==> config.mk <==
export PLATFORM = sky130hd
export DESIGN_NAME = pe_out_buff
export DESIGN_NICKNAME = d
export VERILOG_FILES = /design/src/rtl/pe_out_buff_pkg.sv /design/src/rtl/pe_out_buff_mem.sv /design/src/rtl/pe_out_buff.sv
export SDC_FILE = /design/constraint.sdc
export NUM_CORES = 1
export LEC_CHECK = 0
export ABC_CLOCK_PERIOD_IN_PS = 13950
export CAP_MARGIN = 20
export CORE_MARGIN = 2
export CORE_UTILIZATION = 51
export CTS_BUF_LIST = sky130_fd_sc_hd__clkbuf_16
export DETAILED_ROUTE_END_ITERATION = 12
export GPL_TIMING_DRIVEN = 0
export PLACE_DENSITY = 0.73
export SLEW_MARGIN = 10
export SYNTH_ARGS = -nofsm -noshare
export SYNTH_HDL_FRONTEND = slang
export SYNTH_HIERARCHICAL = 1
export SYNTH_SLANG_ARGS = --single-unit
==> constraint.sdc <==
create_clock -name clk -period 13.95 [get_ports clk]
set_clock_uncertainty 0.15 [all_clocks]
set_input_delay 2.79 -clock clk [delete_from_list [all_inputs] [get_ports clk]]
set_output_delay 2.79 -clock clk [all_outputs]
set_load 0.01 [all_outputs]
==> src/rtl/pe_out_buff_pkg.sv <==
// -----------------------------------------------------------------------------
// pe_out_buff_pkg
// Purpose : shared constants for the PE output buffer slice.
//           - default geometry (data width, buffer depth)
//           - write-back FSM state encodings (legacy-compatible constants)
// Ports   : none (package)
// -----------------------------------------------------------------------------
package pe_out_buff_pkg;

   localparam int OBUF_DATA_W = 16;
   localparam int OBUF_DEPTH  = 8;

   localparam logic [0:0] OBUF_IDLE  = 1'b0;
   localparam logic [0:0] OBUF_DRAIN = 1'b1;

endpackage

==> src/rtl/pe_out_buff_mem.sv <==
// -----------------------------------------------------------------------------
// pe_out_buff_mem
// Purpose : DEPTH x DATA_W register file with one synchronous write port and
//           one asynchronous read port. Cleared on reset so that a burst
//           aborted by reset leaves no stale words behind.
// Ports   :
//   clk    in   1       clock, rising edge
//   reset  in   1       asynchronous, active-high
//   we     in   1       write enable
//   waddr  in   PTR_W   write address
//   wdata  in   DATA_W  write data
//   raddr  in   PTR_W   read address
//   rdata  out  DATA_W  read data (combinational)
// -----------------------------------------------------------------------------
module pe_out_buff_mem
   import pe_out_buff_pkg::*;
#(
   parameter int DATA_W = OBUF_DATA_W,
   parameter int DEPTH  = OBUF_DEPTH,
   parameter int PTR_W  = $clog2(DEPTH)
) (
   input  logic              clk,
   input  logic              reset,
   input  logic              we,
   input  logic [PTR_W-1:0]  waddr,
   input  logic [DATA_W-1:0] wdata,
   input  logic [PTR_W-1:0]  raddr,
   output logic [DATA_W-1:0] rdata
);

   logic [DATA_W-1:0] mem_r [0:DEPTH-1];

   // Storage array: cleared on reset, one word written per enabled cycle.
   always_ff @(posedge clk or posedge reset) begin
      if (reset) begin
         for (int i = 0; i < DEPTH; i++) begin
            mem_r[i] <= {DATA_W{1'b0}};
         end
      end else if (we) begin
         mem_r[waddr] <= wdata;
      end
   end

   // Asynchronous read of the addressed word.
   always_comb begin
      rdata = mem_r[raddr];
   end

endmodule

==> src/rtl/pe_out_buff.sv <==
// -----------------------------------------------------------------------------
// pe_out_buff
// Purpose : output result buffer downstream of the PE array. Captures one
//           signed PE result per cycle while out_en is high, signals
//           back-pressure with buff_full, and drains stored words to
//           post-processing as a valid/ready write-back burst. A burst starts
//           when the buffer is full or on a force_wb pulse with data present.
// Config  : OBUF_RELU_EN - when defined, negative words are replaced by zero
//           on the read side (stored words are never modified). Default build
//           passes words through unchanged.
// Ports   :
//   clk        in   1       clock, rising edge
//   reset      in   1       asynchronous, active-high
//   out_en     in   1       PE result valid
//   pe_data    in   DATA_W  PE result word
//   force_wb   in   1       write back partial contents now
//   buff_full  out  1       occupancy == DEPTH (registered)
//   wb_valid   out  1       write-back word valid
//   wb_ready   in   1       post-processing accepts the word
//   wb_data    out  DATA_W  write-back word (head of buffer)
//   wb_last    out  1       final word of the current burst
//   wb_done    out  1       pulse the cycle after the last word is accepted
//   ovf_err    out  1       sticky: a word arrived while full and was dropped
// -----------------------------------------------------------------------------
module pe_out_buff
   import pe_out_buff_pkg::*;
#(
   parameter int DATA_W = OBUF_DATA_W,
   parameter int DEPTH  = OBUF_DEPTH
) (
   input  logic              clk,
   input  logic              reset,
   input  logic              out_en,
   input  logic [DATA_W-1:0] pe_data,
   input  logic              force_wb,
   output logic              buff_full,
   output logic              wb_valid,
   input  logic              wb_ready,
   output logic [DATA_W-1:0] wb_data,
   output logic              wb_last,
   output logic              wb_done,
   output logic              ovf_err
);

   localparam int               CNT_W    = $clog2(DEPTH + 1);
   localparam int               PTR_W    = $clog2(DEPTH);
   localparam logic [CNT_W-1:0] DEPTH_C  = CNT_W'(DEPTH);
   localparam logic [CNT_W-1:0] CNT_ONE  = CNT_W'(1);
   localparam logic [CNT_W-1:0] CNT_ZERO = CNT_W'(0);
   localparam logic [PTR_W-1:0] PTR_LAST = PTR_W'(DEPTH - 1);
   localparam logic [PTR_W-1:0] PTR_ONE  = PTR_W'(1);

   logic [0:0]        state_r;
   logic [0:0]        state_next_s;
   logic [PTR_W-1:0]  wr_ptr_r;
   logic [PTR_W-1:0]  rd_ptr_r;
   logic [CNT_W-1:0]  count_r;
   logic [CNT_W-1:0]  count_next_s;
   logic [CNT_W-1:0]  burst_left_r;
   logic [CNT_W-1:0]  burst_left_next_s;
   logic              buff_full_r;
   logic              wb_done_r;
   logic              wb_done_next_s;
   logic              ovf_err_r;
   logic              draining_s;
   logic              full_s;
   logic              push_s;
   logic              pop_s;
   logic              drop_s;
   logic              trigger_s;
   logic [DATA_W-1:0] rd_word_s;

   // Pointer advance with explicit wrap from the last entry back to zero.
   function automatic logic [PTR_W-1:0] ptr_inc(input logic [PTR_W-1:0] p);
      if (p == PTR_LAST) begin
         return {PTR_W{1'b0}};
      end else begin
         return p + PTR_ONE;
      end
   endfunction

   // Clamp negative two's complement words to zero.
   function automatic logic [DATA_W-1:0] relu(input logic [DATA_W-1:0] w);
      if (w[DATA_W-1]) begin
         return {DATA_W{1'b0}};
      end else begin
         return w;
      end
   endfunction

   pe_out_buff_mem #(
      .DATA_W (DATA_W),
      .DEPTH  (DEPTH),
      .PTR_W  (PTR_W)
   ) u_mem (
      .clk   (clk),
      .reset (reset),
      .we    (push_s),
      .waddr (wr_ptr_r),
      .wdata (pe_data),
      .raddr (rd_ptr_r),
      .rdata (rd_word_s)
   );

   // Handshake qualifiers. A push into a full buffer is allowed only when the
   // head word leaves in the same cycle, keeping occupancy at DEPTH.
   always_comb begin
      draining_s = (state_r == OBUF_DRAIN);
      full_s     = (count_r == DEPTH_C);
      pop_s      = draining_s & wb_ready;
      push_s     = out_en & (~full_s | pop_s);
      drop_s     = out_en & full_s & ~pop_s;
      // Trigger looks at the registered count, so words pushed this cycle
      // wait for a later burst.
      trigger_s  = ~draining_s & (full_s | (force_wb & (count_r != CNT_ZERO)));
   end

   // Occupancy update from the push/pop pair.
   always_comb begin
      count_next_s = count_r;
      case ({push_s, pop_s})
         2'b10:   count_next_s = count_r + CNT_ONE;
         2'b01:   count_next_s = count_r - CNT_ONE;
         default: count_next_s = count_r;
      endcase
   end

   // Write-back FSM next state, burst length bookkeeping and done pulse.
   always_comb begin
      state_next_s      = state_r;
      burst_left_next_s = burst_left_r;
      wb_done_next_s    = 1'b0;
      case (state_r)
         OBUF_IDLE: begin
            if (trigger_s) begin
               state_next_s      = OBUF_DRAIN;
               burst_left_next_s = count_r;
            end else begin
               state_next_s      = OBUF_IDLE;
            end
         end
         OBUF_DRAIN: begin
            if (pop_s) begin
               burst_left_next_s = burst_left_r - CNT_ONE;
               if (burst_left_r == CNT_ONE) begin
                  state_next_s   = OBUF_IDLE;
                  wb_done_next_s = 1'b1;
               end else begin
                  state_next_s   = OBUF_DRAIN;
               end
            end else begin
               state_next_s = OBUF_DRAIN;
            end
         end
         default: begin
            state_next_s      = OBUF_IDLE;
            burst_left_next_s = CNT_ZERO;
         end
      endcase
   end

   // Pointers, occupancy and FSM registers.
   always_ff @(posedge clk or posedge reset) begin
      if (reset) begin
         state_r      <= OBUF_IDLE;
         wr_ptr_r     <= {PTR_W{1'b0}};
         rd_ptr_r     <= {PTR_W{1'b0}};
         count_r      <= CNT_ZERO;
         burst_left_r <= CNT_ZERO;
      end else begin
         state_r      <= state_next_s;
         count_r      <= count_next_s;
         burst_left_r <= burst_left_next_s;
         if (push_s) begin
            wr_ptr_r <= ptr_inc(wr_ptr_r);
         end
         if (pop_s) begin
            rd_ptr_r <= ptr_inc(rd_ptr_r);
         end
      end
   end

   // Registered status outputs: full flag, done pulse and sticky overflow.
   always_ff @(posedge clk or posedge reset) begin
      if (reset) begin
         buff_full_r <= 1'b0;
         wb_done_r   <= 1'b0;
         ovf_err_r   <= 1'b0;
      end else begin
         buff_full_r <= (count_next_s == DEPTH_C);
         wb_done_r   <= wb_done_next_s;
         if (drop_s) begin
            ovf_err_r <= 1'b1;
         end
      end
   end

   // Write-back data path. Outside a burst the data bus is held at zero so the
   // buffer head never leaks onto the interface.
   always_comb begin
      wb_valid = draining_s;
      wb_last  = draining_s & (burst_left_r == CNT_ONE);
      if (draining_s) begin
`ifdef OBUF_RELU_EN
         wb_data = relu(rd_word_s);
`else
         wb_data = rd_word_s;
`endif
      end else begin
         wb_data = {DATA_W{1'b0}};
      end
      buff_full = buff_full_r;
      wb_done   = wb_done_r;
      ovf_err   = ovf_err_r;
   end

endmodule
# Word level (Yosys, flattened, before mapping)
# Cells that the tools add are included.
[classes] addsub=5 magnitude_cmp=3 n_eq_ne=9 n_mux=20 bitwise=14 n_reduce_logical=3
[ops] operator="bitwise mux 128 bit" count=1
[ops] operator="2-to-1 mux 16 bit" count=4
[ops] operator="binary-select mux 16 bit (select 3 bit)" count=1
[ops] operator="demux 16 bit (select 3 bit)" count=1
[ops] operator="case mux 4 bit (2 select lines)" count=2
[ops] operator="equality test 4 bit, second input constant" count=2
[ops] operator="greater-or-equal comparator 4 bit, second input constant" count=2
[ops] operator="2-to-1 mux 4 bit" count=2
[ops] operator="NOT 3 -> 4 bit" count=2
[ops] operator="subtractor 4 x 1 -> 4 bit, second input constant" count=2
[ops] operator="bitwise AND 1 bit" count=7
[ops] operator="adder 3 x 1 -> 3 bit, second input constant" count=2
[ops] operator="equality test 3 bit, second input constant" count=2
[ops] operator="2-to-1 mux 1 bit" count=6
[ops] operator="2-to-1 mux 3 bit" count=2
[ops] operator="adder 4 x 1 -> 4 bit, second input constant" count=1
[ops] operator="equality test 4 x 1 -> 1 bit, second input constant" count=1
[ops] operator="less-than comparator 4 x 1 -> 1 bit, second input constant" count=1
[ops] operator="nonzero test 4 bit" count=1
[ops] operator="NOT 1 bit" count=3
[ops] operator="equality test 2 x 1 -> 1 bit, second input constant" count=1
[ops] operator="equality test 2 bit, second input constant" count=1
[ops] operator="!= test 2 x 1 -> 1 bit, second input constant" count=1
[ops] operator="!= test 2 bit, second input constant" count=1
[ops] operator="4 further kinds" count=5
[totals] ff_bits=146 inputBits=21 output_inout_bits=21

# Longest topological paths before layout
[logic_depth] ltp_word=7 depth_mapped=10

# By module
# The synthesis kept the hierarchy.
[by_module_without_submodules] module="pe_out_buff_mem" n_inst=1 cells_each=338 area_each_um2=6024.5 seq_area_each_um2=3203.1
[by_module_without_submodules] module="pe_out_buff" n_inst=1 cells_each=109 area_each_um2=1147.4 seq_area_each_um2=450.4

# Worst setup path after synthesis
# No wires, ideal clock.
[synth_path] path_kind="input port to flip-flop" start="input port wb_ready" end="register u_mem/mem_r[80] in the netlist's numbering" setup_time_ns=0.125 t_arrival_ns=4.380 t_required_ns=13.675 path_slack_ns=9.295 cell_stages=10 path_cell_list="buf_2 nand2_1 nand2_1 nand2_1 inv_1 buf_4 nor4bb_1 buf_2 buf_6 mux2_2"
[synth_via] elab_chain_cells=3
[synth_rtl] element="from (decl)" line_no="pe_out_buff.sv:38" source="input logic wb_ready,"
[synth_rtl] element="bitwise AND 1 bit" line_no="pe_out_buff.sv:110" source="pop_s = draining_s & wb_ready;"
[synth_rtl] element="OR 1 bit" line_no="pe_out_buff.sv:111" source="push_s = out_en & (~full_s | pop_s);"
[synth_rtl] element="bitwise AND 1 bit" line_no="pe_out_buff.sv:111"
[synth_rtl] element="named net push_s" line_no="pe_out_buff.sv:67" source="logic push_s;"
[synth_rtl] element="to (signal, indexed assignment)" line_no="pe_out_buff_mem.sv:37" source="mem_r[i] <= {DATA_W{1'b0}};"
[synth_rtl] element="to (signal, indexed assignment)" line_no="pe_out_buff_mem.sv:40" source="mem_r[waddr] <= wdata;"
[synth_rtl] element="to (decl)" line_no="pe_out_buff_mem.sv:31" source="logic [DATA_W-1:0] mem_r [0:DEPTH-1];"
# The timed path passes the listed nets, and every way through them passes these cells.
# A chain may end at the register's enable or synchronous reset.

# Worst setup path in the final report
[layout_path] start="register rd_ptr_r[1]" end="output port wb_data[4]"
[layout_via] elab_chain_cells=5
[layout_rtl] element="from (decl)" line_no="pe_out_buff.sv:56" source="logic [PTR_W-1:0] rd_ptr_r;"
[layout_rtl] element="from (signal assigned)" line_no="pe_out_buff.sv:167" source="rd_ptr_r <= {PTR_W{1'b0}};"
[layout_rtl] element="from (signal assigned)" line_no="pe_out_buff.sv:178" source="rd_ptr_r <= ptr_inc(rd_ptr_r);"
[layout_rtl] element="NOT 3 -> 4 bit (not written as such)" line_no="pe_out_buff_mem.sv:46" source="rdata = mem_r[raddr];"
[layout_rtl] element="binary-select mux 16 bit (select 3 bit)" line_no="pe_out_buff_mem.sv:46"
[layout_rtl] element="2-to-1 mux 16 bit (not written as such) (2 in series)" line_no="pe_out_buff_mem.sv:46"
[layout_rtl] element="named net rd_word_s[4]" line_no="pe_out_buff.sv:71" source="logic [DATA_W-1:0] rd_word_s;"
[layout_rtl] element="2-to-1 mux 16 bit" line_no="pe_out_buff.sv:203" source="if (draining_s) begin"
[layout_rtl] element="to (decl)" line_no="pe_out_buff.sv:39" source="output logic [DATA_W-1:0] wb_data,"
# The timed path passes the listed nets, and every way through them passes these cells. The select of a mux whose other input is x is not followed.

==> flow_summary.ini <==
[status]
status = complete, no violations

[setup_path]
crit_chain = clkbuf_2 > buf_1 > mux2_2 > and2_1 > clkdlybuf4s50_1
crit_family = buffers and inverters
cp-start-kind = flop
critPathCaptureType = output port
critical_path_required_ps = 11010
slowest_delay_ps = 680
slowest_stage = buf_1
crit_type = flop to output port
critical_path_buf_inv_count = 3
ff2ff_setup_slack_ps = 11250
cp.arrival_ps = 2770
cp_max_fo = 10

[logic_synthesis]
synth_top_family_by_area = multiplexers
yosys.area_share.adder_pct = 1.22
synth-edff-count = 0
synth_simple_gate_area_share_pct = 5.34
ys_seq_area_share_pct = 50.9
syn_inst = 447
yosysWarnings = 6
synthXorXnorAreaFrac_pct = 0.837
syn_area_mm2 = 0.00717
syn_area_per_cell_um2 = 16.0
postSynthRegisterBits = 146
synth.mux.area_fraction_pct = 35.7
ys_types = 48
synth_fp_nets = 475
ys.flop_type = dfrtp_1
synth-compound-area-share_pct = 1.92
synthArstFlopShare_pct = 100

[clocking]
clock_path_buffers = 2
clock_latency_ps = 420
cts_tree = built
clk_pin_slew_ps = 60
cts_hold_repair.buffers = 0
numCtsBuffers = 17
cts.sinks = 146
htreeDepth = 4
cts_resized = 0
cts-root-buf = clkbuf_16
cts_setup_buffers = 0

[route]
drt_iter0_drc = 231
firstDrtPassIters = 4
via_per_inst = 5.72
wl_um = 14300
vias = 4007
wire_per_inst_um = 20.5
remaining_drc_errors = 0
drtAntennaViolNets = 0

[die]
pin_count = 42
rows = 43
fp.dieH_um = 123
die_w_um = 123
start_util_pct = 51.9
core-area_mm2 = 0.0138
die-area_mm2 = 0.0150

[global_routing]
first_global_vias = 4276
grt_first_pass_wirelength_um = 23500
overflow = 0
track_usage_pct = 21.3
grt_max_degree = 86
antenna_found_initial = 0

[finish]
final_cell_area_mm2 = 0.00842
drive_above_1_share_pct = 43.5
nFillCells = 1018
fin_nets = 535
seqCellArea_mm2 = 0.00365
multiInputGateArea_mm2 = 0.00323
n_antenna_cell = 0
synthToLayoutAreaGrowth_pct = 17.5

[power_and_ir_drop]
power.leakage_nw = 3.66
power_per_cell_area_mw_per_mm2 = 257
irDropWorstVdd_uv = 162
total_power_w = 0.00216

[place]
hpwlAfterDp_um = 9230
gp_congestion = 0.773
placed_area_mm2 = 0.00783
pre_cts_ws_ps = 8690
port_buffers = 40

[sta]
final-setup-viol-count = 0
whs_ps = 317
fin_crit_sh_pct = 40.9
worst_slew_pin_slew_ps = 855
hold_viol = 0
layout_min_cycle_time_ps = 5710
drv_slew = 0
rsz0062_at_grt = no
setup_ws_ps = 8240
max_freq_ghz = 0.175
slew_headroom_pct = 43.0
setup_tns_ps = 0

[hold_path]
hold_path_class = flop to flop

[run]
maxCapViolations = 0
## cell usage after synthesis (all sizes together) (2+ instances only)
master,count,area share [%]
buf,28,3.5
nand4b,3,0.63
nor4b,3,0.79
o22ai,2,0.37
inv,7,0.37
mux4,32,12
and2,17,1.5
nor4bb,4,0.56
xnor2,3,0.37
o221a,2,0.31
mux2,150,24
or3,2,0.31
a21oi,4,0.28
xor2,3,0.47
nand2,10,0.52
ha,7,1.2
o21ai,2,0.14
nor2,3,0.16
dfrtp,146,51
clkbuf,3,0.17
## cell families (layout without fill, tap and decap cells)
family / after synthesis / after routing
AOI/OAI and AO/OA: 17 / 17
xor gates and xnor gates: 6 / 6
adders and majority gates: 7 / 7
buffers and inverters: 38 / 111
DFF: 146 / 146
muxes: 183 / 183
and+or+nand+nor: 50 / 50
## area by class of cell
cell class	instances	area share (%)
timing repair buffer	41	5.08
clock inverter	15	2.01
tap	180	2.67
inverter	7	0.371
sequential	146	43.4
buffer	31	3.10
clock buffer	17	5.05
multi-input combinational	263	38.3
## sequential cells by signal, indices dropped and copies added, names as in the netlist
register,flops
u_mem/mem_r,128
burst_left_r,4
count_r,4
rd_ptr_r,3
wr_ptr_r,3
buff_full,1
ovf_err,1
wb_done,1
wb_valid,1
## power breakdown
part | total [W] | internal (W) | switching, W
Combinational | 0.000956 | 0.000599 | 0.000357
Clock | 0.000455 | 0.000279 | 0.000176
Sequential | 0.000750 | 0.000638 | 0.000112
## cell usage in the layout, fill, tap and decap left out, types with 7 or more instances in the layout
cell type / instances
ha_1: 7
mux2_2: 140
clkbuf_16: 17
mux2_4: 10
and2_1: 17
inv_1: 8
buf_6: 10
buf_2: 11
mux4_1: 28
clkdlybuf4s50_1: 40
dfrtp_1: 146
nand2_1: 10
## per-layer routing
layer  vias up  global-route usage (%)  wire, um
li1       1809                       -         -
met1      2108                    28.6      6530
met2        70                    34.4      7110
met3        20                    4.93       487
met4         0                    7.33       215
met5         -                       0         0
## path summary, 6_finish.rpt
kind                                               from                           end  cells after the start
min in group asynchronous                         reset   u_mem/mem_r[32]$_DFFE_PP0P_                      2
max in group asynchronous                         reset   u_mem/mem_r[78]$_DFFE_PP0P_                      3
worst max-delay path            rd_ptr_r[1]$_DFFE_PP0N_                    wb_data[4]                      5
worst min-delay path                ovf_err$_DFFE_PP0P_           ovf_err$_DFFE_PP0P_                      1
worst min register to register      ovf_err$_DFFE_PP0P_           ovf_err$_DFFE_PP0P_                      1
worst max register to register       wb_valid$_DFF_PP0_  u_mem/mem_r[120]$_DFFE_PP0P_                      9
## stage by stage
stage               instances  utilization, %
floorplan                 447               -
global placement          667            56.4
detailed placement        668            56.6
CTS                       700            60.9
global route              700            60.9
finish                    700            60.9
Note: power is estimated with default switching activity, not from simulation.
